## config.mk

```make
export PLATFORM = sky130hd
export DESIGN_NAME = lcd_responder
export DESIGN_NICKNAME = d
export VERILOG_FILES = /design/src/rtl/lcd_pkg.sv /design/src/rtl/lcd_ddram.sv /design/src/rtl/lcd_responder.sv
export SDC_FILE = /design/constraint.sdc
export NUM_CORES = 1
export LEC_CHECK = 0
export BUFFER_PORTS_ARGS = -buffer_cell sky130_fd_sc_hd__clkbuf_2
export CORE_MARGIN = 1.5
export CORE_UTILIZATION = 52
export DETAILED_ROUTE_END_ITERATION = 12
export MAX_ROUTING_LAYER = met4
export PLACE_DENSITY_LB_ADDON = 0.05
export RECOVER_POWER = 100
export SYNTH_ARGS = -nofsm -noshare
export SYNTH_HDL_FRONTEND = slang
export SYNTH_SLANG_ARGS = --single-unit
```

## constraint.sdc

```tcl
create_clock -name iclk -period 3.6 [get_ports iclk]
set_input_delay 0.18 -clock iclk [delete_from_list [all_inputs] [get_ports iclk]]
set_output_delay 0.18 -clock iclk [all_outputs]
set_load 0.005 [all_outputs]
```

## src/rtl/lcd_pkg.sv

```systemverilog
// Shared constants, types and address helpers for the HD44780-style LCD responder.
package lcd_pkg;

    localparam int unsigned ADDR_W = 7;
    localparam int unsigned DATA_W = 8;
    localparam int unsigned DEPTH  = 80;

    localparam logic [ADDR_W-1:0] LINE1_BASE = 7'h00;
    localparam logic [ADDR_W-1:0] LINE2_BASE = 7'h40;
    localparam int unsigned       LINE_LEN   = 40;
    localparam logic [ADDR_W-1:0] LINE1_LAST = LINE1_BASE + ADDR_W'(LINE_LEN - 1);
    localparam logic [ADDR_W-1:0] LINE2_LAST = LINE2_BASE + ADDR_W'(LINE_LEN - 1);
    localparam logic [DATA_W-1:0] CHAR_SPACE = 8'h20;

    // Instruction opcodes: the leading set bit selects the command
    localparam logic [DATA_W-1:0] CMD_CLEAR = 8'h01;
    localparam logic [DATA_W-1:0] CMD_HOME  = 8'h02;
    localparam logic [DATA_W-1:0] CMD_ENTRY = 8'h04;
    localparam logic [DATA_W-1:0] CMD_DISP  = 8'h08;
    localparam logic [DATA_W-1:0] CMD_SHIFT = 8'h10;
    localparam logic [DATA_W-1:0] CMD_FUNC  = 8'h20;
    localparam logic [DATA_W-1:0] CMD_CGRAM = 8'h40;
    localparam logic [DATA_W-1:0] CMD_DDRAM = 8'h80;

    typedef enum logic [1:0] {
        ST_FILL,
        ST_IDLE,
        ST_BUSY
    } state_e;

    typedef struct packed {
        logic              rs;
        logic              rw;
        logic [DATA_W-1:0] data;
    } bus_t;

    // Address counter step with the two-line wrap points
    function automatic logic [ADDR_W-1:0] ac_step(input logic [ADDR_W-1:0] a, input logic inc);
        if (inc) begin
            if (a == LINE1_LAST) return LINE2_BASE;
            if (a == LINE2_LAST) return LINE1_BASE;
            return a + ADDR_W'(1);
        end
        if (a == LINE1_BASE) return LINE2_LAST;
        if (a == LINE2_BASE) return LINE1_LAST;
        return a - ADDR_W'(1);
    endfunction

    function automatic logic addr_legal(input logic [ADDR_W-1:0] a);
        return (a <= LINE1_LAST) || ((a >= LINE2_BASE) && (a <= LINE2_LAST));
    endfunction

    // DDRAM address to packed RAM row (line 2 follows line 1)
    function automatic logic [ADDR_W-1:0] ram_index(input logic [ADDR_W-1:0] a);
        return a[6] ? ADDR_W'(LINE_LEN) + ADDR_W'({1'b0, a[5:0]}) : ADDR_W'({1'b0, a[5:0]});
    endfunction

    function automatic logic [ADDR_W-1:0] view_to_addr(input logic [4:0] v);
        return {v[4], 2'b00, v[3:0]};
    endfunction

endpackage

```

## src/rtl/lcd_ddram.sv

```systemverilog
// 80x8 display RAM: one synchronous write port, async bus read, registered view read.
module lcd_ddram
    import lcd_pkg::*;
(
    input  logic              iclk,
    input  logic              irst,
    input  logic              we_i,
    input  logic [ADDR_W-1:0] waddr_i,
    input  logic [DATA_W-1:0] wdata_i,
    input  logic [ADDR_W-1:0] raddr_i,
    output logic [DATA_W-1:0] rdata_c,
    input  logic [ADDR_W-1:0] vaddr_i,
    output logic [DATA_W-1:0] vdata_o
);

    logic [DATA_W-1:0] mem_q [DEPTH];
    logic [DATA_W-1:0] vdata_q;

    always_ff @(posedge iclk) begin
        if (we_i) mem_q[ram_index(waddr_i)] <= wdata_i;
    end

    always_ff @(posedge iclk or negedge irst) begin
        if (!irst) vdata_q <= '0;
        else       vdata_q <= mem_q[ram_index(vaddr_i)];
    end

    assign rdata_c = mem_q[ram_index(raddr_i)];
    assign vdata_o = vdata_q;

endmodule

```

## src/rtl/lcd_responder.sv

```systemverilog
// Display end of an 8-bit HD44780 bus: decodes controller cycles into DDRAM and
// control state, models the busy flag and answers read cycles.
module lcd_responder
    import lcd_pkg::*;
#(
    parameter int unsigned BUSY_SHORT = 1850,
    parameter int unsigned BUSY_LONG  = 76000
) (
    input  logic              iclk,
    input  logic              irst,
    input  logic [DATA_W-1:0] LCD_DATA,
    input  logic              LCD_RW,
    input  logic              LCD_EN,
    input  logic              LCD_RS,
    output logic [DATA_W-1:0] lcd_dout,
    output logic              lcd_doe,
    input  logic [4:0]        view_addr,
    output logic [DATA_W-1:0] view_data,
    output logic              disp_on,
    output logic              cursor_on,
    output logic              blink_on,
    output logic [2:0]        func_cfg,
    output logic              entry_id,
    output logic [ADDR_W-1:0] ac,
    output logic              busy,
    output logic              ovr_err,
    output logic              addr_err,
    input  logic              err_clr
);

    localparam int unsigned CNT_MAX = (BUSY_LONG > BUSY_SHORT) ? BUSY_LONG : BUSY_SHORT;
    localparam int unsigned CNT_W   = $clog2(CNT_MAX + 1);

    bus_t              bus_s1_q, bus_s2_q;
    logic              en_s1_q, en_s2_q, en_d1_q;
    logic              ev_c;
    state_e            state_q;
    logic [ADDR_W-1:0] fill_addr_q, ac_q, waddr_q;
    logic [CNT_W-1:0]  cnt_q;
    logic              busy_q, entry_q, ovr_q, aerr_q, doe_q, we_q;
    logic [2:0]        disp_q, func_q;
    logic [DATA_W-1:0] dout_q, wdata_q, ram_rdata_c;

    // Two-flop synchronizers; the event is the falling edge of synced EN
    always_ff @(posedge iclk or negedge irst) begin
        if (!irst) begin
            en_s1_q  <= 1'b0;
            en_s2_q  <= 1'b0;
            en_d1_q  <= 1'b0;
            bus_s1_q <= '0;
            bus_s2_q <= '0;
        end else begin
            en_s1_q  <= LCD_EN;
            en_s2_q  <= en_s1_q;
            en_d1_q  <= en_s2_q;
            bus_s1_q <= {LCD_RS, LCD_RW, LCD_DATA};
            bus_s2_q <= bus_s1_q;
        end
    end

    assign ev_c = en_d1_q & ~en_s2_q;

    always_ff @(posedge iclk or negedge irst) begin
        if (!irst) begin
            state_q     <= ST_FILL;
            fill_addr_q <= LINE1_BASE;
            cnt_q       <= CNT_W'(BUSY_LONG);
            busy_q      <= 1'b1;
            ac_q        <= '0;
            entry_q     <= 1'b1;
            disp_q      <= 3'b000;
            func_q      <= 3'b110;
            ovr_q       <= 1'b0;
            aerr_q      <= 1'b0;
            doe_q       <= 1'b0;
            dout_q      <= '0;
            we_q        <= 1'b0;
            waddr_q     <= '0;
            wdata_q     <= '0;
        end else begin
            we_q <= 1'b0;
            if (err_clr) begin
                ovr_q  <= 1'b0;
                aerr_q <= 1'b0;
            end
            if (cnt_q != '0) cnt_q <= cnt_q - CNT_W'(1);

            if (en_s2_q && bus_s2_q.rw) begin
                doe_q  <= 1'b1;
                dout_q <= bus_s2_q.rs ? ram_rdata_c : {busy_q, ac_q};
            end else begin
                doe_q  <= 1'b0;
            end

            case (state_q)
                ST_FILL: begin
                    we_q        <= 1'b1;
                    waddr_q     <= fill_addr_q;
                    wdata_q     <= CHAR_SPACE;
                    fill_addr_q <= ac_step(fill_addr_q, 1'b1);
                    if (fill_addr_q == LINE2_LAST) state_q <= ST_BUSY;
                end
                ST_BUSY: begin
                    if (cnt_q <= CNT_W'(1)) begin
                        busy_q  <= 1'b0;
                        state_q <= ST_IDLE;
                    end
                end
                ST_IDLE: ;
                default: state_q <= ST_IDLE;
            endcase

            // Bus event: writes only when idle, data reads step the counter at any time
            if (ev_c) begin
                if (!bus_s2_q.rw) begin
                    if (state_q != ST_IDLE) begin
                        ovr_q <= 1'b1;
                    end else begin
                        busy_q  <= 1'b1;
                        state_q <= ST_BUSY;
                        cnt_q   <= CNT_W'(BUSY_SHORT);
                        if (bus_s2_q.rs) begin
                            we_q    <= 1'b1;
                            waddr_q <= ac_q;
                            wdata_q <= bus_s2_q.data;
                            ac_q    <= ac_step(ac_q, entry_q);
                        end else if (|(bus_s2_q.data & CMD_DDRAM)) begin
                            if (addr_legal(bus_s2_q.data[6:0])) ac_q <= bus_s2_q.data[6:0];
                            else                                aerr_q <= 1'b1;
                        end else if (|(bus_s2_q.data & CMD_CGRAM)) begin
                            aerr_q <= 1'b1;
                        end else if (|(bus_s2_q.data & CMD_FUNC)) begin
                            func_q <= bus_s2_q.data[4:2];
                        end else if (|(bus_s2_q.data & CMD_SHIFT)) begin
                            if (!bus_s2_q.data[3]) ac_q <= ac_step(ac_q, bus_s2_q.data[2]);
                        end else if (|(bus_s2_q.data & CMD_DISP)) begin
                            disp_q <= bus_s2_q.data[2:0];
                        end else if (|(bus_s2_q.data & CMD_ENTRY)) begin
                            entry_q <= bus_s2_q.data[1];
                        end else if (|(bus_s2_q.data & CMD_HOME)) begin
                            ac_q  <= '0;
                            cnt_q <= CNT_W'(BUSY_LONG);
                        end else if (|(bus_s2_q.data & CMD_CLEAR)) begin
                            ac_q        <= '0;
                            entry_q     <= 1'b1;
                            cnt_q       <= CNT_W'(BUSY_LONG);
                            fill_addr_q <= LINE1_BASE;
                            state_q     <= ST_FILL;
                        end
                    end
                end else if (bus_s2_q.rs) begin
                    ac_q <= ac_step(ac_q, entry_q);
                end
            end
        end
    end

    lcd_ddram u_ddram (
        .iclk    (iclk),
        .irst    (irst),
        .we_i    (we_q),
        .waddr_i (waddr_q),
        .wdata_i (wdata_q),
        .raddr_i (ac_q),
        .rdata_c (ram_rdata_c),
        .vaddr_i (view_to_addr(view_addr)),
        .vdata_o (view_data)
    );

    assign lcd_dout  = dout_q;
    assign lcd_doe   = doe_q;
    assign disp_on   = disp_q[2];
    assign cursor_on = disp_q[1];
    assign blink_on  = disp_q[0];
    assign func_cfg  = func_q;
    assign entry_id  = entry_q;
    assign ac        = ac_q;
    assign busy      = busy_q;
    assign ovr_err   = ovr_q;
    assign addr_err  = aerr_q;

endmodule

```

==> flow_summary.toml, run 1 <==
[yosys]
synth_edf_count = 640
ys_ff_latch = 739
yosys_warnings = 0
syn-cell-area_sq_um = 33600
syn_nets = 1920
synth.most_common_cell = "edfxtp_1"
yosysTopAreaCellShare_pct = 57.3
synthCells = 1892
ys.flop_type = "edfxtp_1"
synthTopCellsByCount = "edfxtp_1, mux4_2, nor2_1, nand2_1, dfrtp_1"
synth.top_cells.by_area = "edfxtp_1, mux4_2, dfrtp_1, nor2_1, nand2_1"
synth_top_cell_by_area = "edfxtp_1"
synth_area_per_cell_sq_um = 17.7
ys_types = 69
async_reset_ff_share_pct = 13.4
seq_area_frac_synth_pct = 64.7

[hold_path]
hp-class = "in -> reg"

[pwr]
finalPower_uw = 21900
ir_drop_uv = 419
p_per_area_nw_per_um2 = 577
p_leak_uw = 0.0106

[clock_network]
post_cts.repair.setup_buffers = 0
clk_pin_slew_ps = 60
cts_buffer_depth = 3
cts-buffers-inserted = 80
cts_tree = "yes"
root_buffer = "clkbuf_16"
clock-sinks = 739
insertion_delay_ps = 630
htreeDepth = 3

[worst_setup_path]
required_ps = 4120
cp-start-kind = "flip-flop"
path_max_fanout = 19
end_kind = "flip-flop"
cpPeakStageDelay_ps = 740
cpLargestDelayFamily = "compound AO/OA/AOI/OAI gates"
cpMaxStageDelayCell = "dfrtp_1"
crit_arrival_ps = 3700
path_cells = "buf_12, buf_4, mux4_2, a221oi_1, o22ai_1, o221a_2"
worst-setup-path-type = "reg -> reg"
crit_buf_inv = 2

[place]
gp_congestion = 0.898
place_area_sq_um = 35700
port_buffers = 52
place_inst = 2817
hpwl_microns = 63200

[drt]
initialDrtViolationCount = 2341
via_count = 19700
viasPerCell = 6.62
ant_nets = 0
routed_wirelength_microns = 93900
drtPass1Iterations = 6
remaining_drc_errors = 0
detail_route.wl_per_cell_microns = 31.5

[floorplanning]
core_sq_um = 63400
die_y_microns = 257
boundaryPins = 53
die_w_microns = 257
start_util_pct = 52.9
num_rows = 92
dieArea_sq_um = 66100

[timing]
finalHoldViolCount = 0
finalSetupViolCount = 0
fin_crit_ps = 3180
slew_violations = 244
skew_ps = 18.1
timing.fmax_mhz = 314
holdWs_ps = 201
grt_setup_unrepaired = "false"
fin_setup_tns_ps = 0
worst_pin_slew_ps = 1890
period_share_pct = 88.4
max_slew_margin_pct = -25.7

[global_routing]
grt_pass1_wl_microns = 138000
antenna_found_initial = 2
grt_pass1_vias = 19800
grt_max_degree = 58
grt.total_usage_pct = 30.0
grt_overflow_total = 0

[finish]
final_cells = 2980
finalNetCount = 2095
drive_above_1_share_pct = 26.9
syn_to_final_growth_pct = 13.3
multi_input_area_sq_um = 11200
register_area_sq_um = 21700
finish.instance_area_sq_um = 38000
fill_cells = 4763

[run_status]
status = "complete, but fails checks"
violations = "capacitance limit, slew limit"

[run]
drv_cap = 5
==> flip-flops by register name, indices dropped and copies added (netlist names), 2 cells and up <==
| register | count |
|---|---|
| cnt_q | 17 |
| bus_s2_q | 10 |
| wdata_q | 8 |
| u_ddram.mem_q | 640 |
| func_cfg | 3 |
| state_q | 2 |
| disp_q | 3 |
| waddr_q | 7 |
| bus_s1_q | 10 |
| lcd_dout | 8 |
| ac | 7 |
| u_ddram.vdata_o | 8 |
| fill_addr_q | 7 |
==> cell type report <==
type                       count  area share (%)
tap                          846            2.78
sequential                   739            57.1
clock inverter                41            1.13
antenna                        2          0.0132
timing repair buffer         223            3.67
clock buffer                 106            5.69
multi-input combinational   1007            29.4
inverter                      16           0.158
==> per-layer routing <==
layer | vias up | global-route usage [%] | share of wire (%)
met2 | 948 | 46.0 | 49
met5 | - | - | 0
met3 | 191 | 5.25 | 8.0
met4 | 0 | 9.48 | 3.7
li1 | 8161 | - | -
met1 | 10400 | 41.3 | 40
==> worst paths after layout <==
path,from,slack (ps),cells after the start,to
max in group asynchronous,irst,1240,3,cnt_q[10]
worst min register to register,bus_s1_q[9],350,0,bus_s2_q[9]
min in group asynchronous,irst,470,2,u_ddram.vdata_o[0]
worst min-delay path,LCD_DATA[2],200,2,bus_s1_q[2]
worst max register to register,ac[0],420,6,lcd_dout[7]
worst max-delay path,ac[0],420,6,lcd_dout[7]
==> through the flow <==
stage | setup WS [ps] | util [%]
after global routing | 297 | 59.9
after CTS | 652 | 60.6
final | 417 | 59.9
after global placement | 705 | 56.2
after floorplan | 893 | -
after detailed placement | 689 | 56.2
==> power by group <==
group,internal [uW],total [uW],switching (uW)
sequential,9270,9520,244
combinational,1600,4280,2680
clock,4750,8130,3380
==> logic make-up (layout without fill, tap and decap cells) <==
group | count (synthesis) | in the layout | synth area share (%)
mux | 352 | 352 | 22.5
compound gates | 230 | 230 | 4.47
buf+inv | 146 | 386 | 1.95
xor+xnor | 27 | 27 | 0.749
flops | 739 | 739 | 64.7
other cells | 0 | 2 | 0
simple gates | 389 | 389 | 5.34
fa+ha+maj | 9 | 9 | 0.336
==> worst register-to-register path, delay by kind of cell, from the launching register on <==
kind                   cells  cell delay [ps]
AO/OA/AOI/OAI              3             1190
flip-flops                 1              740
buffers and inverters      2              620
multiplexers               1              520
==> layout by cell type, fill, tap and decap left out, drive strengths merged, types with 16 or more instances in the layout <==
| master | n |
|---|---|
| nor3 | 27 |
| nor2 | 141 |
| inv | 20 |
| a22oi | 42 |
| a31oi | 16 |
| mux4 | 320 |
| clkinv | 28 |
| mux2i | 25 |
| a21oi | 70 |
| o21ai | 31 |
| buf | 67 |
| xnor2 | 20 |
| nor2b | 17 |
| edfxtp | 640 |
| clkbuf | 248 |
| nand2 | 118 |
| dfrtp | 89 |
| nand3 | 27 |
==> timing repair <==
item	in CTS	in global routing
endpoints found under the setup margin	0	0
endpoints found under the hold margin	59	0
hold buffers	14	0
gates resized for setup	0	0
(Power assumes the default switching activity.)
==> run 2: changes to the inputs <==
- CORE_UTILIZATION: 52 -> 55
- CTS_CLUSTER_SIZE: not set -> 16
- SYNTH_HIERARCHICAL: not set -> 1
==> flow_summary.toml, run 2 <==
[global_routing]
grt_pass1_wl_microns = 138000
grt_pass1_vias = 20400
grt.total_usage_pct = 30.3
grt_max_degree = 75
grt_overflow_total = 0
antenna_found_initial = 0

[floorplanning]
start_util_pct = 55.6
boundaryPins = 53
core_sq_um = 63000
die_y_microns = 255
die_w_microns = 255
dieArea_sq_um = 65200
num_rows = 92

[place]
gp_congestion = 0.910
port_buffers = 52
hpwl_microns = 61600
pre_cts_slack_ps = 439
place_area_sq_um = 36900

[timing]
timing.fmax_mhz = 290
setup_ws_ps = 149
finalHoldViolCount = 0
max_slew_margin_pct = -66.8
worst_pin_slew_ps = 2500
finalSetupViolCount = 0
skew_ps = 28.4
slew_violations = 472
fin_setup_tns_ps = 0
fin_crit_ps = 3450
grt_setup_unrepaired = "false"
period_share_pct = 95.9

[run_status]
status = "complete, but fails checks"
violations = "capacitance limit, slew limit"

[yosys]
synth_edf_count = 640
yosys_warnings = 6
synthTopCellsByCount = "edfxtp_1, mux4_2, nor2_1, mux2i_1, dfrtp_1"
synth_top_cell_by_area = "edfxtp_1"
synthCells = 1954
synth_area_per_cell_sq_um = 17.9
ys_types = 72
seq_area_frac_synth_pct = 62.0
async_reset_ff_share_pct = 13.4
yosysTopAreaCellShare_pct = 54.9
ys.flop_type = "edfxtp_1"
synth.most_common_cell = "edfxtp_1"
ys_ff_latch = 739
synth.top_cells.by_area = "edfxtp_1, mux4_2, dfrtp_1, mux2i_1, nor2_1"
syn-cell-area_sq_um = 35000

[drt]
routed_wirelength_microns = 94700
drtPass1Iterations = 6
detail_route.wl_per_cell_microns = 31.2
ant_nets = 0
viasPerCell = 6.68
via_count = 20300
initialDrtViolationCount = 2392
remaining_drc_errors = 0

[worst_setup_path]
cp-start-kind = "flip-flop"
end_kind = "flip-flop"
critical_path.startpoint = "ac[2]"
cpPeakStageDelay_ps = 1220
path_cells = "buf_4, mux4_2, mux2i_1, a22oi_1, a21oi_1, nor3_1, mux2i_1, a21oi_1"
cpLargestDelayFamily = "flip-flops"
required_ps = 4040
crit_buf_inv = 1
cpMaxStageDelayCell = "dfrtp_2"
reg2reg_from = "ac[2]"
worst-setup-path-type = "reg -> reg"
path_max_fanout = 39
crit_arrival_ps = 3890

[hold_path]
hold_start = "LCD_DATA[5]"
hp-class = "in -> reg"

[finish]
fill_cells = 4600
finalNetCount = 2154
mostFrequentLayoutCells = "edfxtp_1, mux4_2, nor2_1"
largest_reg_flops = 640
mostFrequentLayoutCell = "edfxtp_1"
num_antenna_cells = 0
drive_above_1_share_pct = 26.5
reg_top3 = "u_ddram/mem_q x640, cnt_q x17"
regMostFlops = "u_ddram/mem_q"
finish.instance_area_sq_um = 39200
syn_to_final_growth_pct = 12.0

[clock_network]
clock-sinks = 739
cts_tree = "yes"
insertion_delay_ps = 630
root_buffer = "clkbuf_16"
cts_buffer_depth = 3
postCtsResizedCells = 0
htreeDepth = 3
clk_pin_slew_ps = 60
cts-buffers-inserted = 78

[pwr]
p_int_uw = 15700
p_sw_uw = 5860
switching_share_pct = 27.2
finalPower_uw = 21500
pwr-share-seq_pct = 45.0
pwr-share-clk_pct = 38.1
ir_drop_uv = 486
p_leak_uw = 0.0109
p_comb_share_pct = 17.0
p_per_area_nw_per_um2 = 549

[run]
drv_cap = 9
==> run 2: cell types whose count changed after synthesis, sizes merged, moves of 16 or more <==
cell / before / now
nand2: 118 / 64
clkbuf: 66 / 43
a22oi: 42 / 67
buf: 63 / 94
mux4: 320 / 336
mux2i: 25 / 143
==> run 2: final timing paths <==
path	to	slack [ps]	depth (start not counted)
min	bus_s1_q[5]	210	2
max in group asynchronous	ac[1]	1100	3
max	lcd_dout[2]	150	8
min reg2reg	en_s2_q	340	0
min in group asynchronous	cnt_q[4]	660	2
max reg2reg	lcd_dout[2]	150	8
==> run 2: repair_timing <==
item                      in CTS  in global routing
hold endpoints to repair      78                  0
hold buffers                  13                  0
buffers inserted               0                  0
==> run 2: power by group through the flow <==
stage / Clock, uW / Combinational (uW) / Sequential, uW
2_1_floorplan: 0 / 2750 / 9510
3_3_place_gp: 0 / 3620 / 9870
3_5_place_dp: 0 / 3640 / 9870
4_1_cts: 8310 / 3660 / 9700
5_1_grt: 8630 / 3830 / 9710
6_report: 8200 / 3650 / 9690
==> run 2: routing by layer <==
layer / GRT usage, % / vias to the layer above / share of wire (%)
met5: - / - / 0
met4: 8.90 / 0 / 2.9
met3: 5.88 / 171 / 8.9
met2: 47.6 / 979 / 49
met1: 40.8 / 10700 / 39
li1: - / 8442 / -
==> run 2: per-stage QoR <==
step | util (%) | instances | hold slack (ps)
after floorplan | - | 1960 | -116
after global placement | 58.7 | 2880 | 291
after detailed placement | 58.7 | 2880 | 290
after CTS | 63.0 | 3034 | 163
after global routing | 62.3 | 3034 | 187
final | 62.3 | 3034 | 205
==> run 2: kinds of logic after synthesis <==
kind of cell | Yosys count | share of synthesized area (%)
buffers and inverters | 150 | 2.49
DFF | 739 | 62.0
AOI/OAI and AO/OA | 217 | 4.10
muxes | 482 | 25.8
xor gates and xnor gates | 27 | 0.783
other | 1 | 0.0107
adders and majority gates | 8 | 0.286
and+or+nand+nor | 330 | 4.53
==> run 2: area by class of cell <==
type / instances / area [sq um] / area share [%]
clock buffer: 103 / 2180 / 5.56
tap: 846 / 1060 / 2.70
inverter: 13 / 48.8 / 0.124
sequential: 739 / 21700 / 55.4
timing repair buffer: 224 / 1360 / 3.47
multi-input combinational: 1071 / 12400 / 31.7
clock inverter: 38 / 432 / 1.10
==> run 2: worst reg2reg max path, cell delays in order (launching register included) <==
cell	delay, ps
dfrtp_2	1220
buf_4	510
mux4_2	360
mux2i_1	300
a22oi_1	120
a21oi_1	380
nor3_1	130
mux2i_1	150
a21oi_1	90
